==> config.mk <==
export PLATFORM = sky130hd
export DESIGN_NAME = vga_scan_ctrl_flat
export DESIGN_NICKNAME = d
export VERILOG_FILES = /design/src/rtl/vga_scan_ctrl_if.sv /design/src/rtl/vga_scan_ctrl.sv /design/src/flat_wrapper.sv
export SDC_FILE = /design/constraint.sdc
export NUM_CORES = 1
export LEC_CHECK = 0
export ABC_AREA = 0
export ABC_CLOCK_PERIOD_IN_PS = 3170
export CORE_AREA = 2 2 59 116
export DETAILED_ROUTE_END_ITERATION = 10
export DIE_AREA = 0 0 61 118
export PLACE_DENSITY = 0.9
export SLEW_MARGIN = 10
export SYNTH_ARGS = -nofsm -noshare
export SYNTH_HDL_FRONTEND = slang
export SYNTH_SLANG_ARGS = --single-unit
==> constraint.sdc <==
create_clock -name clock -period 3.17 [get_ports clock]
set_input_delay 0.317 -clock clock [delete_from_list [all_inputs] [get_ports clock]]
set_output_delay 0.317 -clock clock [all_outputs]
set_load 0.005 [all_outputs]
==> src/rtl/vga_scan_ctrl_if.sv <==
// vga_scan_ctrl_if: CPU write request and framebuffer write port bundle.
// master drives the CPU request; slave is the scan controller/arbiter.
interface vga_scan_ctrl_if;
    logic        cpu_sel;
    logic        cpu_we;
    logic [31:0] cpu_addr;
    logic [31:0] cpu_din;
    logic        fb_sel;
    logic        fb_we;
    logic [31:0] fb_addr;
    logic [31:0] fb_din;

    modport master (
        output cpu_sel, cpu_we, cpu_addr, cpu_din,
        input  fb_sel, fb_we, fb_addr, fb_din
    );

    modport slave (
        input  cpu_sel, cpu_we, cpu_addr, cpu_din,
        output fb_sel, fb_we, fb_addr, fb_din
    );
endinterface

==> src/rtl/vga_scan_ctrl.sv <==
// vga_scan_ctrl: VGA scan timing, pixel realignment and framebuffer write arbiter.
// Hardware clear engine is built only when VGA_SCAN_CLEAR_EN is defined.
module vga_scan_ctrl #(
    parameter int H_ACTIVE = 640,
    parameter int H_FP     = 16,
    parameter int H_SYNC   = 96,
    parameter int H_BP     = 48,
    parameter int V_ACTIVE = 480,
    parameter int V_FP     = 10,
    parameter int V_SYNC   = 2,
    parameter int V_BP     = 33
) (
    input  logic          clock,
    input  logic          reset,
    output logic [9:0]    h_addr,
    output logic [9:0]    v_addr,
    input  logic [11:0]   fb_data,
    output logic [3:0]    vga_r,
    output logic [3:0]    vga_g,
    output logic [3:0]    vga_b,
    output logic          vga_hs,
    output logic          vga_vs,
    output logic          vga_valid,
    output logic          vblank,
    output logic          frame_start,
    vga_scan_ctrl_if.slave bus,
    input  logic          clear_start,
    input  logic [11:0]   clear_color,
    output logic          clear_busy
);
    localparam int H_TOTAL = H_ACTIVE + H_FP + H_SYNC + H_BP;
    localparam int V_TOTAL = V_ACTIVE + V_FP + V_SYNC + V_BP;

    localparam logic [9:0] H_LAST = 10'(H_TOTAL - 1);
    localparam logic [9:0] V_LAST = 10'(V_TOTAL - 1);
    localparam logic [9:0] H_ACT  = 10'(H_ACTIVE);
    localparam logic [9:0] V_ACT  = 10'(V_ACTIVE);
    localparam logic [9:0] HS_BEG = 10'(H_ACTIVE + H_FP);
    localparam logic [9:0] HS_END = 10'(H_ACTIVE + H_FP + H_SYNC - 1);
    localparam logic [9:0] VS_BEG = 10'(V_ACTIVE + V_FP);
    localparam logic [9:0] VS_END = 10'(V_ACTIVE + V_FP + V_SYNC - 1);

    logic [9:0] r_h_cnt;
    logic [9:0] r_v_cnt;
    logic       r_hs;
    logic       r_vs;
    logic       r_valid;
    logic       w_active;
    logic       w_hs_n;
    logic       w_vs_n;

    always_ff @(posedge clock) begin
        if (!reset) begin
            r_h_cnt <= '0;
            r_v_cnt <= '0;
        end else if (r_h_cnt == H_LAST) begin
            r_h_cnt <= '0;
            r_v_cnt <= (r_v_cnt == V_LAST) ? '0 : r_v_cnt + 10'd1;
        end else begin
            r_h_cnt <= r_h_cnt + 10'd1;
        end
    end

    assign w_active    = (r_h_cnt < H_ACT) && (r_v_cnt < V_ACT);
    assign w_hs_n      = !((r_h_cnt >= HS_BEG) && (r_h_cnt <= HS_END));
    assign w_vs_n      = !((r_v_cnt >= VS_BEG) && (r_v_cnt <= VS_END));
    assign h_addr      = w_active ? r_h_cnt : 10'd0;
    assign v_addr      = w_active ? r_v_cnt : 10'd0;
    assign vblank      = (r_v_cnt >= V_ACT);
    assign frame_start = (r_h_cnt == 10'd0) && (r_v_cnt == 10'd0);

    // Syncs are delayed one cycle to line up with the RAM read latency
    always_ff @(posedge clock) begin
        if (!reset) begin
            r_hs    <= 1'b1;
            r_vs    <= 1'b1;
            r_valid <= 1'b0;
        end else begin
            r_hs    <= w_hs_n;
            r_vs    <= w_vs_n;
            r_valid <= w_active;
        end
    end

    assign vga_hs    = r_hs;
    assign vga_vs    = r_vs;
    assign vga_valid = r_valid;
    assign vga_r     = r_valid ? fb_data[11:8] : 4'd0;
    assign vga_g     = r_valid ? fb_data[7:4]  : 4'd0;
    assign vga_b     = r_valid ? fb_data[3:0]  : 4'd0;

`ifdef VGA_SCAN_CLEAR_EN
    typedef enum logic {
        S_IDLE,
        S_RUN
    } state_t;

    localparam logic [9:0] CX_LAST = 10'(H_ACTIVE - 1);
    localparam logic [8:0] CY_LAST = 9'(V_ACTIVE - 1);

    state_t     r_state;
    state_t     w_state_nxt;
    logic [9:0] r_cx;
    logic [9:0] w_cx_nxt;
    logic [8:0] r_cy;
    logic [8:0] w_cy_nxt;
    logic       w_cpu_wr;
    logic       w_grant;

    assign w_cpu_wr   = bus.cpu_sel & bus.cpu_we;
    assign clear_busy = (r_state == S_RUN);
    assign w_grant    = clear_busy && !w_cpu_wr;

    always_ff @(posedge clock) begin
        if (!reset) begin
            r_state <= S_IDLE;
            r_cx    <= '0;
            r_cy    <= '0;
        end else begin
            r_state <= w_state_nxt;
            r_cx    <= w_cx_nxt;
            r_cy    <= w_cy_nxt;
        end
    end

    // Column-major walk: cy runs down a column, then cx steps right
    always_comb begin
        w_state_nxt = r_state;
        w_cx_nxt    = r_cx;
        w_cy_nxt    = r_cy;
        unique case (r_state)
            S_IDLE: begin
                if (clear_start) begin
                    w_state_nxt = S_RUN;
                    w_cx_nxt    = '0;
                    w_cy_nxt    = '0;
                end
            end
            S_RUN: begin
                if (w_grant) begin
                    if (r_cy == CY_LAST) begin
                        w_cy_nxt = '0;
                        if (r_cx == CX_LAST) begin
                            w_state_nxt = S_IDLE;
                        end else begin
                            w_cx_nxt = r_cx + 10'd1;
                        end
                    end else begin
                        w_cy_nxt = r_cy + 9'd1;
                    end
                end
            end
        endcase
    end

    always_comb begin
        bus.fb_sel  = bus.cpu_sel;
        bus.fb_we   = 1'b0;
        bus.fb_addr = bus.cpu_addr;
        bus.fb_din  = bus.cpu_din;
        if (w_cpu_wr) begin
            bus.fb_we = 1'b1;
        end else if (clear_busy) begin
            bus.fb_sel  = 1'b1;
            bus.fb_we   = 1'b1;
            bus.fb_addr = {12'b0, r_cx, r_cy, 1'b0};
            bus.fb_din  = {20'b0, clear_color};
        end
    end
`else
    logic w_unused_clear;

    assign w_unused_clear = ^{clear_start, clear_color};
    assign clear_busy     = 1'b0;
    assign bus.fb_sel     = bus.cpu_sel;
    assign bus.fb_we      = bus.cpu_we;
    assign bus.fb_addr    = bus.cpu_addr;
    assign bus.fb_din     = bus.cpu_din;
`endif

endmodule
==> src/flat_wrapper.sv <==
// flat-port wrapper written by rule: the top's interface ports become plain ports
module vga_scan_ctrl_flat 
#(
    parameter int H_ACTIVE = 640,
    parameter int H_FP     = 16,
    parameter int H_SYNC   = 96,
    parameter int H_BP     = 48,
    parameter int V_ACTIVE = 480,
    parameter int V_FP     = 10,
    parameter int V_SYNC   = 2,
    parameter int V_BP     = 33
)
  (clock, reset, h_addr, v_addr, fb_data, vga_r, vga_g, vga_b, vga_hs, vga_vs, vga_valid, vblank, frame_start, clear_start, clear_color, clear_busy, bus_cpu_sel, bus_cpu_we, bus_cpu_addr, bus_cpu_din, bus_fb_sel, bus_fb_we, bus_fb_addr, bus_fb_din);
  vga_scan_ctrl_if bus_i ();
  input  logic clock;
  input  logic reset;
  output logic [9:0] h_addr;
  output logic [9:0] v_addr;
  input  logic [11:0] fb_data;
  output logic [3:0] vga_r;
  output logic [3:0] vga_g;
  output logic [3:0] vga_b;
  output logic vga_hs;
  output logic vga_vs;
  output logic vga_valid;
  output logic vblank;
  output logic frame_start;
  input  logic clear_start;
  input  logic [11:0] clear_color;
  output logic clear_busy;
  input wire logic [$bits(bus_i.cpu_sel)-1:0] bus_cpu_sel;
  input wire logic [$bits(bus_i.cpu_we)-1:0] bus_cpu_we;
  input wire logic [$bits(bus_i.cpu_addr)-1:0] bus_cpu_addr;
  input wire logic [$bits(bus_i.cpu_din)-1:0] bus_cpu_din;
  output wire logic [$bits(bus_i.fb_sel)-1:0] bus_fb_sel;
  output wire logic [$bits(bus_i.fb_we)-1:0] bus_fb_we;
  output wire logic [$bits(bus_i.fb_addr)-1:0] bus_fb_addr;
  output wire logic [$bits(bus_i.fb_din)-1:0] bus_fb_din;
  assign bus_i.cpu_sel = bus_cpu_sel;
  assign bus_i.cpu_we = bus_cpu_we;
  assign bus_i.cpu_addr = bus_cpu_addr;
  assign bus_i.cpu_din = bus_cpu_din;
  assign bus_fb_sel = bus_i.fb_sel;
  assign bus_fb_we = bus_i.fb_we;
  assign bus_fb_addr = bus_i.fb_addr;
  assign bus_fb_din = bus_i.fb_din;
  vga_scan_ctrl #(.H_ACTIVE(H_ACTIVE), .H_FP(H_FP), .H_SYNC(H_SYNC), .H_BP(H_BP), .V_ACTIVE(V_ACTIVE), .V_FP(V_FP), .V_SYNC(V_SYNC), .V_BP(V_BP)) u_core (.clock(clock), .reset(reset), .h_addr(h_addr), .v_addr(v_addr), .fb_data(fb_data), .vga_r(vga_r), .vga_g(vga_g), .vga_b(vga_b), .vga_hs(vga_hs), .vga_vs(vga_vs), .vga_valid(vga_valid), .vblank(vblank), .frame_start(frame_start), .bus(bus_i), .clear_start(clear_start), .clear_color(clear_color), .clear_busy(clear_busy));
endmodule
## Word level (Yosys, flattened, before mapping)

Cells that the tools add are included.

- Input bits: 93
- Flip-flop bits (word level): 23
- Output and inout port bits: 104

- Mux-type cells: 6
- Bitwise operators: 1
- Equality and inequality tests: 2
- Add/sub/neg operators: 2
- Order comparisons: 7
- Reductions and logical operators: 9

Operators by type and width:

| cell | count |
|---|---|
| 10-bit 2-to-1 mux | 3 |
| 10-bit by 1-bit adder with 10-bit output, second input constant | 2 |
| 10-bit equality test, second input constant | 2 |
| 10-bit by 9-bit >= comparator with 1-bit output, second input constant | 2 |
| 10-bit logical NOT | 2 |
| 4-bit 2-to-1 mux | 3 |
| 10-bit >= comparator, second input constant | 1 |
| 10-bit <= comparator, second input constant | 1 |
| 10-bit by 9-bit <= comparator with 1-bit output, second input constant | 1 |
| 10-bit less-than comparator, second input constant | 1 |
| 10-bit by 9-bit less-than comparator with 1-bit output, second input constant | 1 |
| 1-bit logical AND | 4 |
| 1-bit logical NOT | 2 |
| 2-bit OR reduction | 1 |
| 1-bit inverter | 1 |

## Longest topological paths before layout

- Depth after elaboration: 3
- Depth in mapped cells: 6
- Mapped depth without buffers: 6

## Worst setup path after synthesis

No wires, ideal clock.

- Path kind: register to register
- Start: register u_core.r_h_cnt[7]
- End: register u_core.r_v_cnt[7]
- Stages on the path, launching flop included: 5
- Path buffers: 0
- Required time: 3.097 ns
- Period minus slack after synthesis: 1.956 ns
- Arrival: 1.883 ns
- Path slack: 1.214 ns
- Library setup time: 0.073 ns
- Path through: dfxtp_1 > or3_4 > or4_4 > or4_1 > a21oi_1

- Longest elaborated chain between the ends: 1

Ends and longest elaborated chain:

| what | line | text |
|---|---|---|
| start, declared | vga_scan_ctrl.sv:43 | `logic [9:0] r_h_cnt;` |
| start signal, assigned | vga_scan_ctrl.sv:60 | `r_h_cnt <= r_h_cnt + 10'd1;` |
| 10-bit equality test | vga_scan_ctrl.sv:56 | `end else if (r_h_cnt == H_LAST) begin` |
| end signal, assigned | vga_scan_ctrl.sv:58 | `r_v_cnt <= (r_v_cnt == V_LAST) ? '0 : r_v_cnt + 10'd1;` |
| end, declared | vga_scan_ctrl.sv:44 | `logic [9:0] r_v_cnt;` |

No other way between the ends.
A chain may end at the register's enable or synchronous reset.

## Final worst setup path

- Start: register u_core.r_v_cnt[6]
- End: output h_addr[7]

- Longest elaborated chain between the ends: 3

Ends and longest elaborated chain:

| what | line | text |
|---|---|---|
| 10-bit by 9-bit less-than comparator with 1-bit output | vga_scan_ctrl.sv:64 | `assign w_active = (r_h_cnt < H_ACT) && (r_v_cnt < V_ACT);` |
| 1-bit logical AND | vga_scan_ctrl.sv:64 |  |
| 10-bit 2-to-1 mux | vga_scan_ctrl.sv:67 | `assign h_addr = w_active ? r_h_cnt : 10'd0;` |
| end, declared | flat_wrapper.sv:17 | `output logic [9:0] h_addr;` |

No other way between the ends.

==> impl_metrics.env <==
export IMPL_cp_cell_sequence="nand4_1, nand2b_1, nor2_1, and2_2, clkdlybuf4s50_1"
export IMPL_rows=41
export IMPL_synth_edf_count=0
export IMPL_layout_min_cycle_time_ns=2.68
export IMPL_max_freq_mhz=373
export IMPL_ios=197
export IMPL_crit_slowest_cell="nor2_1"
export IMPL_cts_hold_buf=0
export IMPL_critPathMaxStageDelay_ns=0.56
export IMPL_post_drt_wl_per_cell_um=15.8
export IMPL_met1_usage=0.120
export IMPL_routed_via_count=1454
export IMPL_power_density_mw_per_mm2=331
export IMPL_place_congestion=0.896
export IMPL_track_usage=0.134
export IMPL_drive_gt1_frac=0.0370
export IMPL_avgSynthCellArea_um2=7.86
export IMPL_grt_busiest_layer="met2"
export IMPL_netlist_area_mm2=0.00188
export IMPL_clk_latency_ns=0.26
export IMPL_min_path_cells=1
export IMPL_end_kind="output pin"
export IMPL_die_area_mm2=0.00720
export IMPL_antenna_cells=0
export IMPL_antenna_found_initial=0
export IMPL_startpoint_type="register"
export IMPL_finalCritPeriodShare=0.846
export IMPL_cts_resized=0
export IMPL_drt_first_iter_violations=28
export IMPL_synth_xor_area_frac=0.0513
export IMPL_htree_levels=1
export IMPL_hold_class="reg -> reg"
export IMPL_grt_ovfl_total=0
export IMPL_max_vdd_ir_drop_mv=0.161
export IMPL_min_delay_start="u_core.r_h_cnt[0]"
export IMPL_path_buf_inv=1
export IMPL_clk_pin_slew_ns=0.06
export IMPL_rsz0062_at_grt="no"
export IMPL_p_comb_frac=0.120
export IMPL_synth_compound_area_frac=0.0473
export IMPL_design_area_mm2=0.00199
export IMPL_fp_coreArea_mm2=0.00631
export IMPL_power_internal_uw=518
export IMPL_port_buffers=49
export IMPL_yosys_cell_types_count=37
export IMPL_final_setup_tns_ns=0
export IMPL_synthAdderAreaFrac=0.0333
export IMPL_synth_top_family_by_area="buffers and inverters"
export IMPL_grt_pass1_vias=1472
export IMPL_reg2reg_slack_ns=0.88
export IMPL_viasPerCell=4.81
export IMPL_status="completed"
export IMPL_final_common_cell="clkdlybuf4s50_1"
export IMPL_grt_start_max_net_pins=15
export IMPL_min_to="u_core.r_h_cnt[0]"
export IMPL_power_switching_uw=140
export IMPL_tightest_slew_ns=0.727
export IMPL_slew_headroom=0.511
export IMPL_worstPathMaxFanout=14
export IMPL_p_leak_nw=0.688
export IMPL_crit_type="reg -> out"
export IMPL_setup_viol=0
export IMPL_sw_frac_of_total=0.212
export IMPL_drtPass1Iterations=4
export IMPL_initial_core_util=0.298
export IMPL_synth_seq_cells=23
export IMPL_crit_required_ns=2.85
export IMPL_r2r_start="u_core.r_h_cnt[0]"
export IMPL_ys_seq_area_frac=0.245
export IMPL_die_x_um=61
export IMPL_critPathTopFamily="simple AND/OR/NAND/NOR gates"
export IMPL_syn_inst=239
export IMPL_grt_pass1_wl_um=7270
export IMPL_cts_sinks=23
export IMPL_ys_flop_type="dfxtp_1"
export IMPL_synth_warnings=0
export IMPL_placed_area_mm2=0.00191
export IMPL_pwr_share_clk=0.420
export IMPL_drv_slew=0
export IMPL_worstReg2RegEnd="u_core.r_v_cnt[6]"
export IMPL_use_met2=0.209
export IMPL_ant_nets=0
export IMPL_pwr_share_seq=0.460
export IMPL_dp_hpwl_um=3810
export IMPL_wl_um=4770
export IMPL_synthSimpleGateAreaFrac=0.302
export IMPL_hold_viol=0
export IMPL_area_growth_pct=5.66
export IMPL_cts_path_max_buffers=2
export IMPL_fp_dieH_um=118
export IMPL_async_flop_share=0
export IMPL_fillers=649
export IMPL_clock_skew_ns=0.00520
export IMPL_cap_violations=0
export IMPL_grt_util_met3=0.0187
export IMPL_post_cts_setup_buffers=0
export IMPL_cts_tree="built"
export IMPL_layout_common_cells="49 x clkdlybuf4s50_1, 25 x and2_1, 23 x dfxtp_1, 19 x nor2_1, 10 x nand3_1"
export IMPL_cp_arrival_ns=2.36
export IMPL_nets=315
export IMPL_reg2reg_depth=5
export IMPL_cts_root_buf="clkbuf_16"
export IMPL_synthMuxAreaShare=0
export IMPL_numCtsBuffers=3
export IMPL_route_detailed_drc=0
worst max-delay path by stage:
stage | start | end | cells after the start
finish | u_core.r_v_cnt[6] | h_addr[7] | 5
floorplan | u_core.r_h_cnt[7] | u_core.r_v_cnt[7] | 4
CTS | u_core.r_v_cnt[6] | h_addr[7] | 5
detailed placement | u_core.r_v_cnt[6] | v_addr[2] | 5
global placement | u_core.r_v_cnt[6] | h_addr[7] | 5
global route | u_core.r_v_cnt[6] | h_addr[7] | 5
sequential cells by signal, indices dropped and copies added (netlist names):
| signal | count |
|---|---|
| u_core.r_h_cnt | 10 |
| u_core.r_v_cnt | 10 |
| u_core.vga_hs | 1 |
| u_core.vga_valid | 1 |
| u_core.vga_vs | 1 |
synth_stat cells, types with 2 or more instances:
master,n,area (um^2)
or4_1,2,15.0
nor2_1,19,71.3
xnor2_1,7,61.3
buf_4,69,518
nand2_1,8,30.0
nand3_1,10,50.1
xor2_1,4,35.0
nand2b_1,2,12.5
and4_1,2,17.5
ha_1,5,62.6
dfxtp_1,23,460
and3_1,3,18.8
and2_1,25,156
or3_1,3,18.8
buf_6,2,22.5
o31ai_1,3,22.5
nor4_1,5,31.3
o21a_1,2,15.0
clkbuf_1,4,15.0
a21oi_1,4,20.0
o21ai_0,5,25.0
inv_1,7,26.3
nand4_1,6,37.5
nor3_1,6,30.0
power by group through the flow:
stage | Clock, mW | Combinational [mW] | Sequential [mW]
global route | 0.292 | 0.0853 | 0.303
global placement | 0 | 0.0770 | 0.309
floorplan | 0 | 0.103 | 0.304
finish | 0.276 | 0.0789 | 0.303
CTS | 0.276 | 0.0795 | 0.303
detailed placement | 0 | 0.0793 | 0.309
kinds of logic after synthesis:
group                    after synthesis
AO/OA/AOI/OAI                         15
XOR/XNOR                              11
adder cells (fa/ha/maj)                5
buffers and inverters                 84
flip-flops                            23
other                                  1
AND/OR/NAND/NOR                      100
final cells by class:
type	instances	area [um^2]	share of cell area
clock buffer	4	78.8	0.0397
inverter	7	26.3	0.0132
multi-input combinational	133	822	0.414
timing repair buffer	49	490	0.247
tap	86	108	0.0542
sequential	23	460	0.232
worst register-to-register path: cells and delay by family (launching register included):
kind / cells / cell delay (ns)
AO/OA/AOI/OAI: 1 / 0.64
adder cells (fa/ha/maj): 1 / 0.24
flip-flops: 1 / 0.38
AND/OR/NAND/NOR: 3 / 0.89
metrics by stage:
| step | cells | utilization | power, mW | hold WS, ns | setup slack, ns |
|---|---|---|---|---|---|
| after CTS | 302 | 0.315 | 0.659 | 0.481 | 0.427 |
| after floorplan | 240 | - | 0.407 | 0.437 | 1.21 |
| after global placement | 298 | 0.302 | 0.386 | 0.459 | 0.748 |
| after global routing | 302 | 0.315 | 0.680 | 0.516 | 0.256 |
| after detailed placement | 298 | 0.302 | 0.388 | 0.468 | 0.714 |
| final | 302 | 0.315 | 0.657 | 0.479 | 0.489 |
per-layer routing:
metal	up-vias	share of wire
li1	672	-
met1	644	0.29
met2	66	0.50
met3	72	0.085
met4	0	0.13
met5	-	0
No activity file was read; power rests on OpenSTA's default activity.
